`src/rtl/uart_alu_interface_if.sv`:
```
// Bundled RX/ALU/TX signals of uart_alu_interface; original port names kept as members.
// master: the uart_alu_interface block, slave: the surrounding RX/TX/ALU environment.
interface uart_alu_interface_if #(
    parameter int unsigned NB_DATA = 8,
    parameter int unsigned NB_OP   = 6
);
    logic [NB_DATA-1:0] i_rx_data;
    logic               i_rx_done;
    logic               i_frame_valid;
    logic [NB_DATA-1:0] i_alu_result;
    logic               i_tx_done;
    logic [NB_DATA-1:0] o_data_a;
    logic [NB_DATA-1:0] o_data_b;
    logic [NB_OP-1:0]   o_opcode;
    logic [NB_DATA-1:0] o_tx_data;
    logic               o_tx_start;
    logic               o_busy;
    logic               o_err;

    modport master (
        input  i_rx_data, i_rx_done, i_frame_valid, i_alu_result, i_tx_done,
        output o_data_a, o_data_b, o_opcode, o_tx_data, o_tx_start, o_busy, o_err
    );

    modport slave (
        output i_rx_data, i_rx_done, i_frame_valid, i_alu_result, i_tx_done,
        input  o_data_a, o_data_b, o_opcode, o_tx_data, o_tx_start, o_busy, o_err
    );
endinterface

```
`src/rtl/uart_alu_interface.sv`:
```
// Collects A, B, opcode bytes from the UART receiver, drives the ALU, hands the result to the TX.
// Optional UART_ALU_IF_PARITY_DROP_EN: discard bytes whose i_frame_valid is low and pulse o_err.
module uart_alu_interface #(
    parameter int unsigned NB_DATA        = 8,
    parameter int unsigned NB_OP          = 6,
    parameter int unsigned TIMEOUT_CYCLES = 1000000,
    parameter int unsigned NB_TIMEOUT     = 20
) (
    input  logic                   i_clock,
    input  logic                   i_reset,
    uart_alu_interface_if.master   bus
);

    typedef enum logic [2:0] {
        ST_WAIT_A,
        ST_WAIT_B,
        ST_WAIT_OP,
        ST_SEND,
        ST_WAIT_TX
    } state_t;

    localparam logic [NB_TIMEOUT-1:0] TMO_LAST = NB_TIMEOUT'(TIMEOUT_CYCLES - 1);

    state_t             state;
    state_t             state_next;
    logic               rx_done_d;
    logic               rx_evt;
    logic               rx_accept;
    logic               rx_drop;
    logic               receiving;
    logic               watching;
    logic               tmo_hit;
    logic [NB_TIMEOUT-1:0] tmo_cnt;

    logic               ld_a;
    logic               ld_b;
    logic               ld_op;
    logic               ld_tx;
    logic               err_next;

    logic [NB_DATA-1:0] data_a;
    logic [NB_DATA-1:0] data_b;
    logic [NB_OP-1:0]   opcode;
    logic [NB_DATA-1:0] tx_data;
    logic               tx_start;
    logic               err;

    // Rising edge of the receiver's level flag: one event per byte.
    assign rx_evt    = bus.i_rx_done & ~rx_done_d;
    assign receiving = (state == ST_WAIT_A) || (state == ST_WAIT_B) || (state == ST_WAIT_OP);
    assign watching  = (state == ST_WAIT_B) || (state == ST_WAIT_OP);

`ifdef UART_ALU_IF_PARITY_DROP_EN
    assign rx_accept = rx_evt & bus.i_frame_valid;
    assign rx_drop   = rx_evt & ~bus.i_frame_valid & receiving;
`else
    assign rx_accept = rx_evt;
    assign rx_drop   = 1'b0;
`endif

    // An accepted byte in the same cycle beats the watchdog.
    assign tmo_hit = watching && (tmo_cnt == TMO_LAST) && !rx_accept;

    always_comb begin
        state_next = state;
        ld_a       = 1'b0;
        ld_b       = 1'b0;
        ld_op      = 1'b0;
        ld_tx      = 1'b0;
        err_next   = tmo_hit | rx_drop;
        case (state)
            ST_WAIT_A: begin
                if (rx_accept) begin
                    ld_a       = 1'b1;
                    state_next = ST_WAIT_B;
                end
            end
            ST_WAIT_B: begin
                if (rx_accept) begin
                    ld_b       = 1'b1;
                    state_next = ST_WAIT_OP;
                end else if (tmo_hit) begin
                    state_next = ST_WAIT_A;
                end
            end
            ST_WAIT_OP: begin
                if (rx_accept) begin
                    ld_op      = 1'b1;
                    state_next = ST_SEND;
                end else if (tmo_hit) begin
                    state_next = ST_WAIT_A;
                end
            end
            ST_SEND: begin
                ld_tx      = 1'b1;
                state_next = ST_WAIT_TX;
            end
            ST_WAIT_TX: begin
                if (bus.i_tx_done) begin
                    state_next = ST_WAIT_A;
                end
            end
            default: state_next = ST_WAIT_A;
        endcase
    end

    always_ff @(posedge i_clock) begin
        if (i_reset) begin
            state     <= ST_WAIT_A;
            rx_done_d <= 1'b0;
            tmo_cnt   <= '0;
            data_a    <= '0;
            data_b    <= '0;
            opcode    <= '0;
            tx_data   <= '0;
            tx_start  <= 1'b0;
            err       <= 1'b0;
        end else begin
            state     <= state_next;
            rx_done_d <= bus.i_rx_done;
            tx_start  <= ld_tx;
            err       <= err_next;
            if (ld_a)  data_a  <= bus.i_rx_data;
            if (ld_b)  data_b  <= bus.i_rx_data;
            if (ld_op) opcode  <= bus.i_rx_data[NB_OP-1:0];
            if (ld_tx) tx_data <= bus.i_alu_result;
            // Outside B/OP the count is held at zero, which covers the clear on entry to WAIT_A.
            if (rx_accept || tmo_hit || !watching) begin
                tmo_cnt <= '0;
            end else begin
                tmo_cnt <= tmo_cnt + 1'b1;
            end
        end
    end

    assign bus.o_data_a   = data_a;
    assign bus.o_data_b   = data_b;
    assign bus.o_opcode   = opcode;
    assign bus.o_tx_data  = tx_data;
    assign bus.o_tx_start = tx_start;
    assign bus.o_err      = err;
    assign bus.o_busy     = (state == ST_SEND) || (state == ST_WAIT_TX);

endmodule

```
`src/flat_wrapper.sv`:
```
// flat-port wrapper written by rule: the top's interface ports become plain ports
module uart_alu_interface_flat 
#(
    parameter int unsigned NB_DATA        = 8,
    parameter int unsigned NB_OP          = 6,
    parameter int unsigned TIMEOUT_CYCLES = 1000000,
    parameter int unsigned NB_TIMEOUT     = 20
)
  (i_clock, i_reset, bus_i_rx_data, bus_i_rx_done, bus_i_frame_valid, bus_i_alu_result, bus_i_tx_done, bus_o_data_a, bus_o_data_b, bus_o_opcode, bus_o_tx_data, bus_o_tx_start, bus_o_busy, bus_o_err);
  uart_alu_interface_if #(.NB_DATA(NB_DATA), .NB_OP(NB_OP)) bus_i ();
  input  logic i_clock;
  input  logic i_reset;
  input wire logic [$bits(bus_i.i_rx_data)-1:0] bus_i_rx_data;
  input wire logic [$bits(bus_i.i_rx_done)-1:0] bus_i_rx_done;
  input wire logic [$bits(bus_i.i_frame_valid)-1:0] bus_i_frame_valid;
  input wire logic [$bits(bus_i.i_alu_result)-1:0] bus_i_alu_result;
  input wire logic [$bits(bus_i.i_tx_done)-1:0] bus_i_tx_done;
  output wire logic [$bits(bus_i.o_data_a)-1:0] bus_o_data_a;
  output wire logic [$bits(bus_i.o_data_b)-1:0] bus_o_data_b;
  output wire logic [$bits(bus_i.o_opcode)-1:0] bus_o_opcode;
  output wire logic [$bits(bus_i.o_tx_data)-1:0] bus_o_tx_data;
  output wire logic [$bits(bus_i.o_tx_start)-1:0] bus_o_tx_start;
  output wire logic [$bits(bus_i.o_busy)-1:0] bus_o_busy;
  output wire logic [$bits(bus_i.o_err)-1:0] bus_o_err;
  assign bus_i.i_rx_data = bus_i_rx_data;
  assign bus_i.i_rx_done = bus_i_rx_done;
  assign bus_i.i_frame_valid = bus_i_frame_valid;
  assign bus_i.i_alu_result = bus_i_alu_result;
  assign bus_i.i_tx_done = bus_i_tx_done;
  assign bus_o_data_a = bus_i.o_data_a;
  assign bus_o_data_b = bus_i.o_data_b;
  assign bus_o_opcode = bus_i.o_opcode;
  assign bus_o_tx_data = bus_i.o_tx_data;
  assign bus_o_tx_start = bus_i.o_tx_start;
  assign bus_o_busy = bus_i.o_busy;
  assign bus_o_err = bus_i.o_err;
  uart_alu_interface #(.NB_DATA(NB_DATA), .NB_OP(NB_OP), .TIMEOUT_CYCLES(TIMEOUT_CYCLES), .NB_TIMEOUT(NB_TIMEOUT)) u_core (.i_clock(i_clock), .i_reset(i_reset), .bus(bus_i));
endmodule
```
`config.mk`:
```
export PLATFORM = sky130hd
export DESIGN_NAME = uart_alu_interface_flat
export DESIGN_NICKNAME = d
export VERILOG_FILES = /design/src/rtl/uart_alu_interface_if.sv /design/src/rtl/uart_alu_interface.sv /design/src/flat_wrapper.sv
export SDC_FILE = /design/constraint.sdc
export NUM_CORES = 1
export LEC_CHECK = 0
export BUFFER_PORTS_ARGS = -buffer_cell sky130_fd_sc_hd__clkbuf_2
export CORE_ASPECT_RATIO = 0.8
export CORE_UTILIZATION = 29
export CTS_CLUSTER_DIAMETER = 30
export DETAILED_ROUTE_END_ITERATION = 10
export GPL_ROUTABILITY_DRIVEN = 0
export PLACE_DENSITY = 0.53
export SYNTH_ARGS = -nofsm -noshare
export SYNTH_HDL_FRONTEND = slang
export SYNTH_SLANG_ARGS = --single-unit
```
`constraint.sdc`:
```
create_clock -name i_clock -period 4.4 [get_ports i_clock]
set_input_delay 0.22 -clock i_clock [delete_from_list [all_inputs] [get_ports i_clock]]
set_output_delay 0.22 -clock i_clock [all_outputs]
set_load 0.03 [all_outputs]
```
==> impl_results.md <==
- Status: completed
- Type of the most critical hold path: in2reg
- Post-synthesis compound-gate area fraction: 7.32%
- Peak clock frequency supported by timing: 504 MHz
- Gate count after technology mapping: 251
- Post-synthesis to final-layout area growth: 20.0%
- Fraction of the cycle the final worst path needs: 45.1%
- Diodes inserted: 0
- Hold buffer count at CTS: 0
- Number of enable flip-flop cells after synthesis: 0
- Number of inserted filler cells in the final layout: 798
- Number of vias per cell: 4.64
- FP Rows: 28
- Overall die area: 0.00808 mm2
- Dominant cells by area after synthesis: sky130_fd_sc_hd__dfxtp_1 50%, sky130_fd_sc_hd__mux2i_1 6.3%, sky130_fd_sc_hd__nor2_1 5.7%, sky130_fd_sc_hd__nand3_1 5.1%, sky130_fd_sc_hd__nand2_1 4.9%
- Leakage power: 1.09 nW
- Resize count post-CTS: 0
- Data required time of the worst path: 4180 ps
- Sum of routed wire length over all layers: 4.89 mm
- Pin count of the biggest net entering global routing: 37
- Tmin final: 1980 ps
- Number of port buffers: 52
- Layout cells sized above 1: 23.4%
- Die width: 100 um
- Starting utilization of the core area: 30.2%
- Most instantiated flip-flop cell in the synthesis netlist: sky130_fd_sc_hd__dfxtp_1
- Vertical die dimension: 80.6 um
- Power per standard cell area: 342 mW/mm2
- Number of post-CTS setup repair buffers: 0
- Setup Skew: 9.16 ps
- Cell type with the highest aggregate area in the netlist: sky130_fd_sc_hd__dfxtp_1
- Overall power after layout: 0.920 mW
- Type of destination of the critical path: output pin
- Share of synthesized cell area in and, or, nand and nor gates: 27.5%
- Crit path kind: reg2out
- Share of the yosys chip area belonging to registers: 50.1%
- Dominant combinational cell family by area after synthesis: simple AND/OR/NAND/NOR gates
- Number of cells in the design after placement: 396
- PnR worst setup slack: 2420 ps
- Number of global-route vias before repair: 1,665
- Drt drc: 0
- Clock net sink count: 56
- Post-Syn Nets: 273
- Clock transition at path regs: 100 ps
- Clock root buffer: sky130_fd_sc_hd__clkbuf_8
- Number of buffers created by CTS: 5
- Routed wire per std cell: 12.1 um
- Post-synthesis share of cell area spent on xor and xnor gates: 5.47%
- WP data arrival: 1760 ps
- Tightest slew margin relative to the limit: 50.3%
- Total global-route track usage: 12.4%
- Critical path launch point type: flop
- 1st-pass router iterations: 4
- Routed via count: 1,873
- Final cell area excluding filler cells: 0.00269 mm2
- Antenna violations before repair: 0
- Number of unique standard cell types used by synthesis: 36
- Post-synthesis sequential element count: 56
- Maximum ir drop on the vdd rail: 0.120 mV
- Total negative setup slack: 0 ps
- Routed Antenna Nets: 0
- Total of max-cap violations: 0
- # IOs: 54
- Post-place instance area: 0.00259 mm2
- Hold Fails Final Rpt: 0
- Tightest hold margin: 140 ps
- Fraction of registers with async set or reset after synthesis: 0%
- Area of the core: 0.00743 mm2
- Sequential cell area: 0.00112 mm2
- Utilization of the core after routing: 36.2%
- Average cell area after synthesis: 8.92 um2
- Multi-input gate area in the final layout: 0.00106 mm2
- First-pass GRT wire length: 7.93 mm
- Initial drt markers: 51
- CTS tree: built
- Worst setup timing slack at the placement stage: 2570 ps
- Yosys warns: 0
- Post-synthesis share of cell area spent on full adders, half adders and majority gates: 0.559%
- Total Nets Final: 320
- Non-Filler Instances: 404
- Post-synthesis instance area: 0.00224 mm2
- H-Tree Level Count: 2
- CTS max path bufs: 2
- Final HPWL from detailed placement: 3.45 mm
- Biggest fanout along the worst timing path: 10
- Worst-Skew Late Latency: 300 ps
- Slew at the pin closest to its max-slew limit: 746 ps
- Mux contribution to synthesized area: 6.26%
- Area fraction of the dominant cell type after synthesis: 50.1%
- Setup repair after global routing missed its margin: false
- Grt ovf: 0
- Final Max Slew Viols: 0
- Number of setup violations in the final report: 0
-- path summary, 6_finish.rpt --
check        slack, ps  cells after the start                    from                      end
min reg2reg        460                      2  u_core.bus.o_data_a[3]   u_core.bus.o_data_a[3]
max               2420                      4         u_core.state[0]               bus_o_busy
min                140                      3     bus_i_alu_result[6]  u_core.bus.o_tx_data[6]
max reg2reg       2550                      5       u_core.tmo_cnt[0]         u_core.bus.o_err
-- critical path: stages (launching register included) --
cell	delay, ps
sky130_fd_sc_hd__dfxtp_1	370
sky130_fd_sc_hd__nor2_1	580
sky130_fd_sc_hd__nand2_1	170
sky130_fd_sc_hd__nand2_1	100
sky130_fd_sc_hd__clkbuf_2	230
-- logic make-up (layout without fill, tap and decap cells) --
logic type,Yosys count,count (layout)
buffers and inverters,15,63
muxes,14,14
and+or+nand+nor,121,121
DFF,56,56
xor gates and xnor gates,14,14
adders and majority gates,1,1
AOI/OAI and AO/OA,30,30
-- metal layers --
layer / track usage (%) / wire, um / up-vias
li1: - / - / 963
met3: 2.70 / 249 / 2
met5: 0 / 0 / -
met1: 18.6 / 2620 / 864
met2: 17.0 / 1980 / 44
met4: 4.49 / 30 / 0
-- synthesized netlist by cell type, types with 2 or more instances --
cell type / number
sky130_fd_sc_hd__xnor2_1: 6
sky130_fd_sc_hd__xor2_1: 8
sky130_fd_sc_hd__clkbuf_1: 7
sky130_fd_sc_hd__nand3_1: 23
sky130_fd_sc_hd__nand4_1: 4
sky130_fd_sc_hd__nor4_1: 3
sky130_fd_sc_hd__nor4b_1: 2
sky130_fd_sc_hd__nor2b_1: 3
sky130_fd_sc_hd__nor3_1: 2
sky130_fd_sc_hd__buf_2: 5
sky130_fd_sc_hd__and4_1: 3
sky130_fd_sc_hd__nand3b_1: 4
sky130_fd_sc_hd__o21ai_0: 4
sky130_fd_sc_hd__nand2_1: 29
sky130_fd_sc_hd__a21oi_1: 20
sky130_fd_sc_hd__nor2_1: 34
sky130_fd_sc_hd__o31ai_1: 2
sky130_fd_sc_hd__or3_1: 5
sky130_fd_sc_hd__o22ai_1: 2
sky130_fd_sc_hd__mux2i_1: 14
sky130_fd_sc_hd__dfxtp_1: 56
-- where the power goes --
part	internal, mW	leakage, nW	total (mW)	switching [mW]
registers	0.519	0.453	0.528	0.00841
clock network	0.129	0.0516	0.298	0.169
logic	0.0299	0.588	0.0942	0.0643
total	0.678	1.09	0.920	0.242
-- flip-flops by register name, indices dropped and copies added, names as in the netlist --
name                   count
u_core.bus.o_data_b        8
u_core.bus.o_data_a        8
u_core.tmo_cnt            20
u_core.rx_done_d           1
u_core.state               3
u_core.bus.o_err           1
u_core.bus.o_opcode        6
u_core.bus.o_tx_start      1
u_core.bus.o_tx_data       8
-- layout by cell type, fill, tap and decap left out, types with 2 or more instances in the layout --
master                      n
sky130_fd_sc_hd__dfxtp_1   56
sky130_fd_sc_hd__clkbuf_2  52
sky130_fd_sc_hd__nor2_1    34
sky130_fd_sc_hd__nand2_1   29
sky130_fd_sc_hd__nand3_1   23
sky130_fd_sc_hd__a21oi_1   20
sky130_fd_sc_hd__mux2i_1   14
sky130_fd_sc_hd__xor2_1     8
sky130_fd_sc_hd__xnor2_1    6
sky130_fd_sc_hd__clkbuf_8   6
sky130_fd_sc_hd__or3_1      5
sky130_fd_sc_hd__nand3b_1   4
sky130_fd_sc_hd__nand4_1    4
sky130_fd_sc_hd__o21ai_0    4
sky130_fd_sc_hd__nor2b_1    3
sky130_fd_sc_hd__nor4_1     3
sky130_fd_sc_hd__and4_1     3
sky130_fd_sc_hd__nor4b_1    2
sky130_fd_sc_hd__o22ai_1    2
sky130_fd_sc_hd__nor3_1     2
sky130_fd_sc_hd__buf_4      2
-- area by class of cell --
class,count,share of cell area (%)
sequential,56,41.7
multi-input combinational,180,39.4
timing repair buffer,54,10.2
tap,105,4.89
clock buffer,6,3.07
clock inverter,2,0.512
inverter,1,0.140
No activity file was read; power rests on OpenSTA's default activity.
